[config.mk]
export PLATFORM = sky130hd
export DESIGN_NAME = spi_adi_reg_slave
export DESIGN_NICKNAME = d
export VERILOG_FILES = /design/src/rtl/spi_adi_reg_slave.sv
export SDC_FILE = /design/constraint.sdc
export NUM_CORES = 1
export LEC_CHECK = 0
export ABC_CLOCK_PERIOD_IN_PS = 2900
export CORE_UTILIZATION = 53
export CTS_BUF_LIST = sky130_fd_sc_hd__clkbuf_16
export CTS_CLUSTER_SIZE = 40
export DETAILED_ROUTE_END_ITERATION = 8
export GPL_TIMING_DRIVEN = 0
export PLACE_DENSITY = 0.8
export SETUP_SLACK_MARGIN = 0.2
export SYNTH_ARGS = -nofsm -noshare
export SYNTH_HDL_FRONTEND = slang
export SYNTH_SLANG_ARGS = --single-unit
[constraint.sdc]
create_clock -name clk -period 2.9 [get_ports clk]
set_clock_uncertainty 0.15 [all_clocks]
set_input_delay 0.58 -clock clk [delete_from_list [all_inputs] [get_ports clk]]
set_output_delay 0.58 -clock clk [all_outputs]
set_load 0.01 [all_outputs]
[src/rtl/spi_adi_reg_slave.sv]
// SPI register-file responder for 24-bit ADI-style frames (rw, 5 reserved, 10-bit addr, 8-bit data).
// SPI pins are synchronised into clk; the register file is exported flat on regs_flat.
//
// state   | meaning
// --------+-------------------------------------------------------------
// IDLE    | waiting for a spi_enb falling edge
// SHIFT   | sampling bits on spi_clk rising edges, driving read data on falling edges
// HOLD    | 24 bits taken, ignoring spi_clk until spi_enb rises
module spi_adi_reg_slave #(
    parameter int REG_NUM = 16
) (
    input  logic                 clk,
    input  logic                 rst_n,
    input  logic                 spi_clk,
    input  logic                 spi_enb,
    input  logic                 spi_di,
    output logic                 spi_do,
    output logic                 wr_valid,
    output logic [9:0]           wr_addr,
    output logic [7:0]           wr_data,
    output logic                 rd_valid,
    output logic [9:0]           rd_addr,
    output logic [REG_NUM*8-1:0] regs_flat,
    output logic                 frame_err
);

    localparam int         AW      = (REG_NUM > 1) ? $clog2(REG_NUM) : 1;
    localparam logic [10:0] REG_LIM = 11'(REG_NUM);

    typedef enum logic [1:0] {ST_IDLE, ST_SHIFT, ST_HOLD} state_t;

    logic [1:0] clk_sync;
    logic [1:0] enb_sync;
    logic [1:0] di_sync;
    logic       clk_prev;
    logic       enb_prev;

    // Sync flops reset low so a select already held low at reset release never looks like a new frame.
    always_ff @(posedge clk or negedge rst_n) begin
        if (!rst_n) begin
            clk_sync <= '0;
            enb_sync <= '0;
            di_sync  <= '0;
            clk_prev <= 1'b0;
            enb_prev <= 1'b0;
        end else begin
            clk_sync <= {clk_sync[0], spi_clk};
            enb_sync <= {enb_sync[0], spi_enb};
            di_sync  <= {di_sync[0], spi_di};
            clk_prev <= clk_sync[1];
            enb_prev <= enb_sync[1];
        end
    end

    logic clk_rise;
    logic clk_fall;
    logic enb_rise;
    logic enb_fall;
    logic di_s;

    assign clk_rise = clk_sync[1] & ~clk_prev;
    assign clk_fall = ~clk_sync[1] & clk_prev;
    assign enb_rise = enb_sync[1] & ~enb_prev;
    assign enb_fall = ~enb_sync[1] & enb_prev;
    assign di_s     = di_sync[1];

    state_t     state;
    logic [4:0] bit_cnt;
    logic [8:0] shreg;
    logic       rw_bit;
    logic [9:0] cur_addr;
    logic [7:0] rd_byte;
    logic [3:0] rd_cnt;
    logic       commit_pend;
    logic [9:0] commit_addr;
    logic [7:0] commit_data;
    logic [7:0] regs [REG_NUM];

    logic [9:0] addr_new;
    logic       addr_new_ok;
    logic       cur_addr_ok;

    // Only the address and data tails are kept; rw is caught on the first bit, reserved bits fall off.
    assign addr_new    = {shreg, di_s};
    assign addr_new_ok = ({1'b0, addr_new} < REG_LIM);
    assign cur_addr_ok = ({1'b0, cur_addr} < REG_LIM);

    always_ff @(posedge clk or negedge rst_n) begin
        if (!rst_n) begin
            state       <= ST_IDLE;
            bit_cnt     <= '0;
            shreg       <= '0;
            rw_bit      <= 1'b0;
            cur_addr    <= '0;
            rd_byte     <= '0;
            rd_cnt      <= '0;
            commit_pend <= 1'b0;
            commit_addr <= '0;
            commit_data <= '0;
            spi_do      <= 1'b0;
            wr_valid    <= 1'b0;
            wr_addr     <= '0;
            wr_data     <= '0;
            rd_valid    <= 1'b0;
            rd_addr     <= '0;
            frame_err   <= 1'b0;
            for (int k = 0; k < REG_NUM; k++) begin
                regs[k] <= '0;
            end
        end else begin
            rd_valid    <= 1'b0;
            wr_valid    <= 1'b0;
            frame_err   <= 1'b0;
            commit_pend <= 1'b0;

            if (commit_pend) begin
                regs[commit_addr[AW-1:0]] <= commit_data;
                wr_valid                  <= 1'b1;
                wr_addr                   <= commit_addr;
                wr_data                   <= commit_data;
            end

            case (state)
                ST_IDLE: begin
                    spi_do <= 1'b0;
                    rd_cnt <= '0;
                    if (enb_fall) begin
                        state   <= ST_SHIFT;
                        bit_cnt <= '0;
                        shreg   <= '0;
                    end
                end

                ST_SHIFT: begin
                    if (enb_rise) begin
                        state     <= ST_IDLE;
                        frame_err <= 1'b1;
                        spi_do    <= 1'b0;
                        rd_cnt    <= '0;
                    end else if (clk_rise) begin
                        shreg   <= {shreg[7:0], di_s};
                        bit_cnt <= bit_cnt + 5'd1;
                        if (bit_cnt == 5'd0) begin
                            rw_bit <= di_s;
                        end
                        if (bit_cnt == 5'd15) begin
                            cur_addr <= addr_new;
                            if (rw_bit) begin
                                rd_valid <= 1'b1;
                                rd_addr  <= addr_new;
                                rd_byte  <= addr_new_ok ? regs[addr_new[AW-1:0]] : 8'h00;
                                rd_cnt   <= 4'd8;
                            end
                        end
                        if (bit_cnt == 5'd23) begin
                            state  <= ST_HOLD;
                            spi_do <= 1'b0;
                            rd_cnt <= '0;
                            if (!rw_bit && cur_addr_ok) begin
                                commit_pend <= 1'b1;
                                commit_addr <= cur_addr;
                                commit_data <= {shreg[6:0], di_s};
                            end
                        end
                    end else if (clk_fall && rd_cnt != 4'd0) begin
                        spi_do  <= rd_byte[7];
                        rd_byte <= {rd_byte[6:0], 1'b0};
                        rd_cnt  <= rd_cnt - 4'd1;
                    end
                end

                ST_HOLD: begin
                    spi_do <= 1'b0;
                    if (enb_rise) begin
                        state <= ST_IDLE;
                    end
                end

                default: begin
                    state  <= ST_IDLE;
                    spi_do <= 1'b0;
                end
            endcase
        end
    end

    for (genvar k = 0; k < REG_NUM; k++) begin : g_flat
        assign regs_flat[8*k+7:8*k] = regs[k];
    end

endmodule

-- Word-level counts from Yosys, hierarchy flattened
Index checks and enable logic that the tools add are counted.
Widths: inputs -> output; s select.
- memory bits (writable): 0
- register bits after elaboration: 226
- memory bits (read-only): 0
- output and inout port bits: 160
- latch bits: 0
- word-level logic and storage cells: 140
- memories: 0
- reduce and logical (&&, ||, !) cells: 18
- $mul: 0
- shift-type cells: 0
- mux-type cells: 50
- div/mod/pow operators: 0
- bitwise gates (word level): 11
- equality and inequality tests: 16
- $add $sub $neg: 2
- $lt $le $gt $ge: 5
- operators with widths (kind ; number):
    $bwmux 128 ; 1
    $mux 8 ; 8
    $bmux 8 s4 ; 1
    $demux 8 s4 ; 1
    $mux 9 ; 3
    $mux 4 ; 6
    $lt 10x5->1 const B ; 2
    $reduce_and 4->1 ; 5
    $mux 1 ; 18
    $pmux 9 s2 ; 1
    $mux 5 ; 3
    $reduce_and 5->1 ; 3
    $ge 5x5->1 const B ; 2
    $mux 2 ; 5
    $ne 5x5->1 const B ; 2
    $not 4->5 ; 2
    $pmux 5 s2 ; 1
    $ne 2x2->1 const B ; 4
    $ne 4x4->1 const B ; 2
    $pmux 4 s2 ; 1
    $ne 3x3->1 const B ; 2
    $pmux 2 s3 ; 1
    $add 5x1->5 const B ; 1
    $eq 5x4->1 const B ; 1
    other kinds (15) ; 26

-- Longest topological paths before layout
- depth after elaboration: 8
- mapped depth: 8
- depth with buffers taken out: 7

-- Least setup slack after synthesis
OpenSTA, ideal clock, no wires.
- kind: reg-to-reg
- from: register shreg[6]
- to: register rd_byte[0]
- cell stages (with the launch flop): 6
- library setup time: 0.069 ns
- arrival: 2.054 ns
- buffers on the path: 1
- period minus slack after synthesis: 2.273 ns
- setup slack: 0.627 ns
- data required time: 2.681 ns
- path through: dfrtp_1 or4_1 or4b_1 buf_2 or4_1 nand3_1
- longest elaborated chain between the ends: 5
- ends and longest elaborated chain (what ; RTL line ; source):
    start: declaration ; 69 ; logic [8:0] shreg;
    start signal: assignment ; 141 ; shreg <= {shreg[7:0], di_s};
    $lt 10x5->1 ; 85 ; assign addr_new_ok = ({1'b0, addr_new} < REG_LIM);
    $mux 8 ; 151 ; rd_byte <= addr_new_ok ? regs[addr_new[AW-1:0]] : 8'h00;
    $mux 8 ; 148 ; if (rw_bit) begin
    $mux 8 ; 146 ; if (bit_cnt == 5'd15) begin
    $mux 8 ; 140 ; end else if (clk_rise) begin
    end signal: assignment ; 151 ;
    end signal: assignment ; 167 ; rd_byte <= {rd_byte[6:0], 1'b0};
    end: declaration ; 72 ; logic [7:0] rd_byte;
No other way between the ends. The select of a mux whose other input is x is not followed.
A chain may end at the register's enable or synchronous reset.

-- Final worst setup path
- from: register di_sync[1]
- to: register rd_byte[2]
- longest elaborated chain between the ends: 8
- elaborated cells on any way between the ends: 9
- ends and longest elaborated chain (what ; RTL line ; source):
    start: declaration ; 34 ; logic [1:0] di_sync;
    start signal: assignment ; 49 ; di_sync <= {di_sync[0], spi_di};
    $not 4->5 (implied by the code) ; 151 ;
    $bmux 8 s4 ; 151 ;
    $mux 8 (implied by the code) (2 in series) ; 151 ;
    $mux 8 * ; 151 ;
    $mux 8 * ; 148 ;
    $mux 8 * ; 146 ;
    $mux 8 * ; 140 ;
Mark *: on every way between the ends. The rest lies on a longest branch, timed or not. The select of a mux whose other input is x is not followed.

==> qor.yml <==
ys_types: 51
status: "finished, final reports clean"
regArea_um2: 5660
drt-initial-drc-count: 497
p_leak_nw: 5.76
crit_chain: "buf_2 > clkdlybuf4s15_2 > mux4_2 > mux2i_1 > nor4_1 > a2111o_1"
worst_setup_path_end_kind: "flip-flop"
clk_pin_slew_ns: 0.06
grt_max_degree: 125
place_area_um2: 11800
cpPeakStageDelay_ns: 0.55
synthToLayoutAreaGrowth_pct: 28.3
final_max_slew_viol_count: 0
gr-total-overflow: 0
final_antenna_net_count: 0
grt_pass1_wl_um: 41600
mostFrequentLayoutCells: "226 x dfrtp_1, 178 x mux2_2, 163 x clkdlybuf4s50_1, 32 x mux4_2, 25 x clkbuf_16"
antennaDiodeCount: 0
pre_cts_ws_ns: -0.107
min_period_ns: 2.58
yosysWarnings: 0
hp-class: "reg -> reg"
finalNetCount: 857
post-place-cells: 1047
final_common_cell: "dfrtp_1"
timing.slew.headroom_pct: 22.8
cp_data_arrival_time_ns: 2.82
fillCellCount: 1222
crit_required_ns: 3.14
core-area_um2: 18000
rsz0062_at_grt: "yes"
drive_above_1_share_pct: 31.2
start_util_pct: 54.4
synth-edff-count: 0
synth_area_um2: 9810
syn_nets: 663
total_power_mw: 6.89
rows: 49
setup-violations-final: 0
wirelength_um: 26200
hold_viol: 0
ys_seq_area_share_pct: 57.7
post_drt_wl_per_cell_um: 24.0
cts-root-buf: "clkbuf_16"
dieArea_um2: 19100
io_buffers: 164
instances_no_fill: 1092
min_period_over_period_pct: 89.1
first_global_vias: 7090
clockBufferDepth: 3
grt_usage_pct: 28.4
max_freq_mhz: 387
insertion_delay_ns: 0.52
ios: 165
cts-buffers-inserted: 25
drc: 0
first_pass_iters: 4
clkSinkCount: 226
synth_ff_type: "dfrtp_1"
syn_inst: 653
worst_slew_pin_slew_ns: 1.15
postSynth.asyncResetShare_pct: 100
htreeDepth: 1
vdd_drop_max_mv: 0.570
cpMaxStageDelayCell: "mux4_2"
cts_tree: "built"
die_x_um: 138
vias_per_cell: 6.02
vias: 6572
gp_congestion: 0.814
cp-start-kind: "flip-flop"
antenna_found_initial: 0
power_density_nw_per_um2: 548
die_h_um: 138
multi_input_area_um2: 3940
syn_avg_cell_area_um2: 15.0
layout_setup_ws_ns: 0.316
hpwl_um: 18100
stdcell_area_um2: 12600
drv_cap: 0
ys_ff_latch: 226
critPathKind: "reg -> reg"
crit_fanout: 10
==> final timing paths <==
kind | startpoint | end | slack (ns) | cells past startpoint
max | di_sync[1] | rd_byte[2] | 0.32 | 6
min | clk_sync[0] | clk_sync[1] | 0.21 | 0
max reg2reg | di_sync[1] | rd_byte[2] | 0.32 | 6
min reg2reg | clk_sync[0] | clk_sync[1] | 0.21 | 0
max in group asynchronous | rst_n | rd_cnt[0] | 0.99 | 3
min in group asynchronous | rst_n | regs_flat[77] | 0.56 | 2
==> worst max-delay path, delay by kind of cell, from the launching register on <==
kind	cells	cell delay (ns)
flip-flops	1	0.31
buffers and inverters	2	0.81
AO/OA/AOI/OAI	1	0.29
AND/OR/NAND/NOR	1	0.08
multiplexers	2	0.81
==> report_power, final <==
part / switching, mW / internal [mW] / total, mW
clock: 1.22 / 1.73 / 2.96
combinational: 0.426 / 0.233 / 0.659
sequential: 0.0602 / 3.22 / 3.28
==> per-layer routing <==
metal	wire length, µm	track usage (%)	up-vias
met5	0	0	-
met4	834	9.43	0
met3	1650	6.86	54
met2	12900	47.0	194
met1	10800	36.8	3491
li1	-	-	2833
==> synthesized netlist by cell type, types with 3 or more instances <==
| master | count | area, µm² |
|---|---|---|
| nand2b_1 | 6 | 37.5 |
| buf_2 | 5 | 25.0 |
| nor3_1 | 3 | 15.0 |
| a2111o_1 | 7 | 78.8 |
| or4_1 | 5 | 37.5 |
| or2_2 | 3 | 18.8 |
| o21ai_0 | 6 | 30.0 |
| mux2_2 | 178 | 2000 |
| nor4_1 | 16 | 100 |
| mux4_2 | 32 | 721 |
| nor2b_1 | 12 | 75.1 |
| buf_1 | 4 | 15.0 |
| a32o_1 | 7 | 70.1 |
| mux2i_1 | 16 | 160 |
| nand3_1 | 6 | 30.0 |
| or3_1 | 4 | 25.0 |
| nand3b_1 | 4 | 30.0 |
| clkbuf_1 | 25 | 93.8 |
| a22o_1 | 8 | 70.1 |
| dfrtp_1 | 226 | 5660 |
| ha_1 | 5 | 62.6 |
| a21oi_1 | 3 | 15.0 |
| nand2_1 | 12 | 45.0 |
| inv_1 | 8 | 30.0 |
| nor2_1 | 20 | 75.1 |
| clkbuf_8 | 3 | 41.3 |
==> per-stage QoR <==
step                      TNS [ns]  hold WS, ns  util (%)
after detailed placement    -0.180        0.186      65.3
after floorplan                  0        0.134         -
after CTS                        0        0.208      69.7
after global placement    -1773.42        0.186      65.1
after global routing             0        0.226      69.8
final                            0        0.206      69.8
==> kinds of logic after synthesis <==
logic type / synth area share (%)
flip-flops: 57.7
buffers and inverters: 2.32
AND/OR/NAND/NOR: 5.82
multiplexers: 29.4
AO/OA/AOI/OAI: 4.16
adder cells (fa/ha/maj): 0.638
==> registers in the layout (all words and copies together), names as in the netlist, 8 cells and up <==
signal,cells
wr_addr,10
commit_data,8
rd_addr,10
commit_addr,10
regs_flat,128
rd_byte,8
wr_data,8
shreg,9
cur_addr,10
==> timing repair <==
item | in CTS | in global routing
buffers inserted | 0 | 1
pin swaps | 0 | 1
gates resized for setup | 7 | 6
hold buffers | 1 | 0
setup endpoints to repair | 35 | 40
endpoints found under the hold margin | 19 | 0
==> cell type report <==
cell class              count  share of cell area, %
inverters                   8                  0.239
clock inverters            18                   1.04
well taps                 229                   2.28
repair buffers            167                   13.4
plain buffers              39                   1.74
clock buffers              25                   4.97
multi-input cells         380                   31.3
flip-flops and latches    226                   45.0
(Power assumes the default switching activity.)
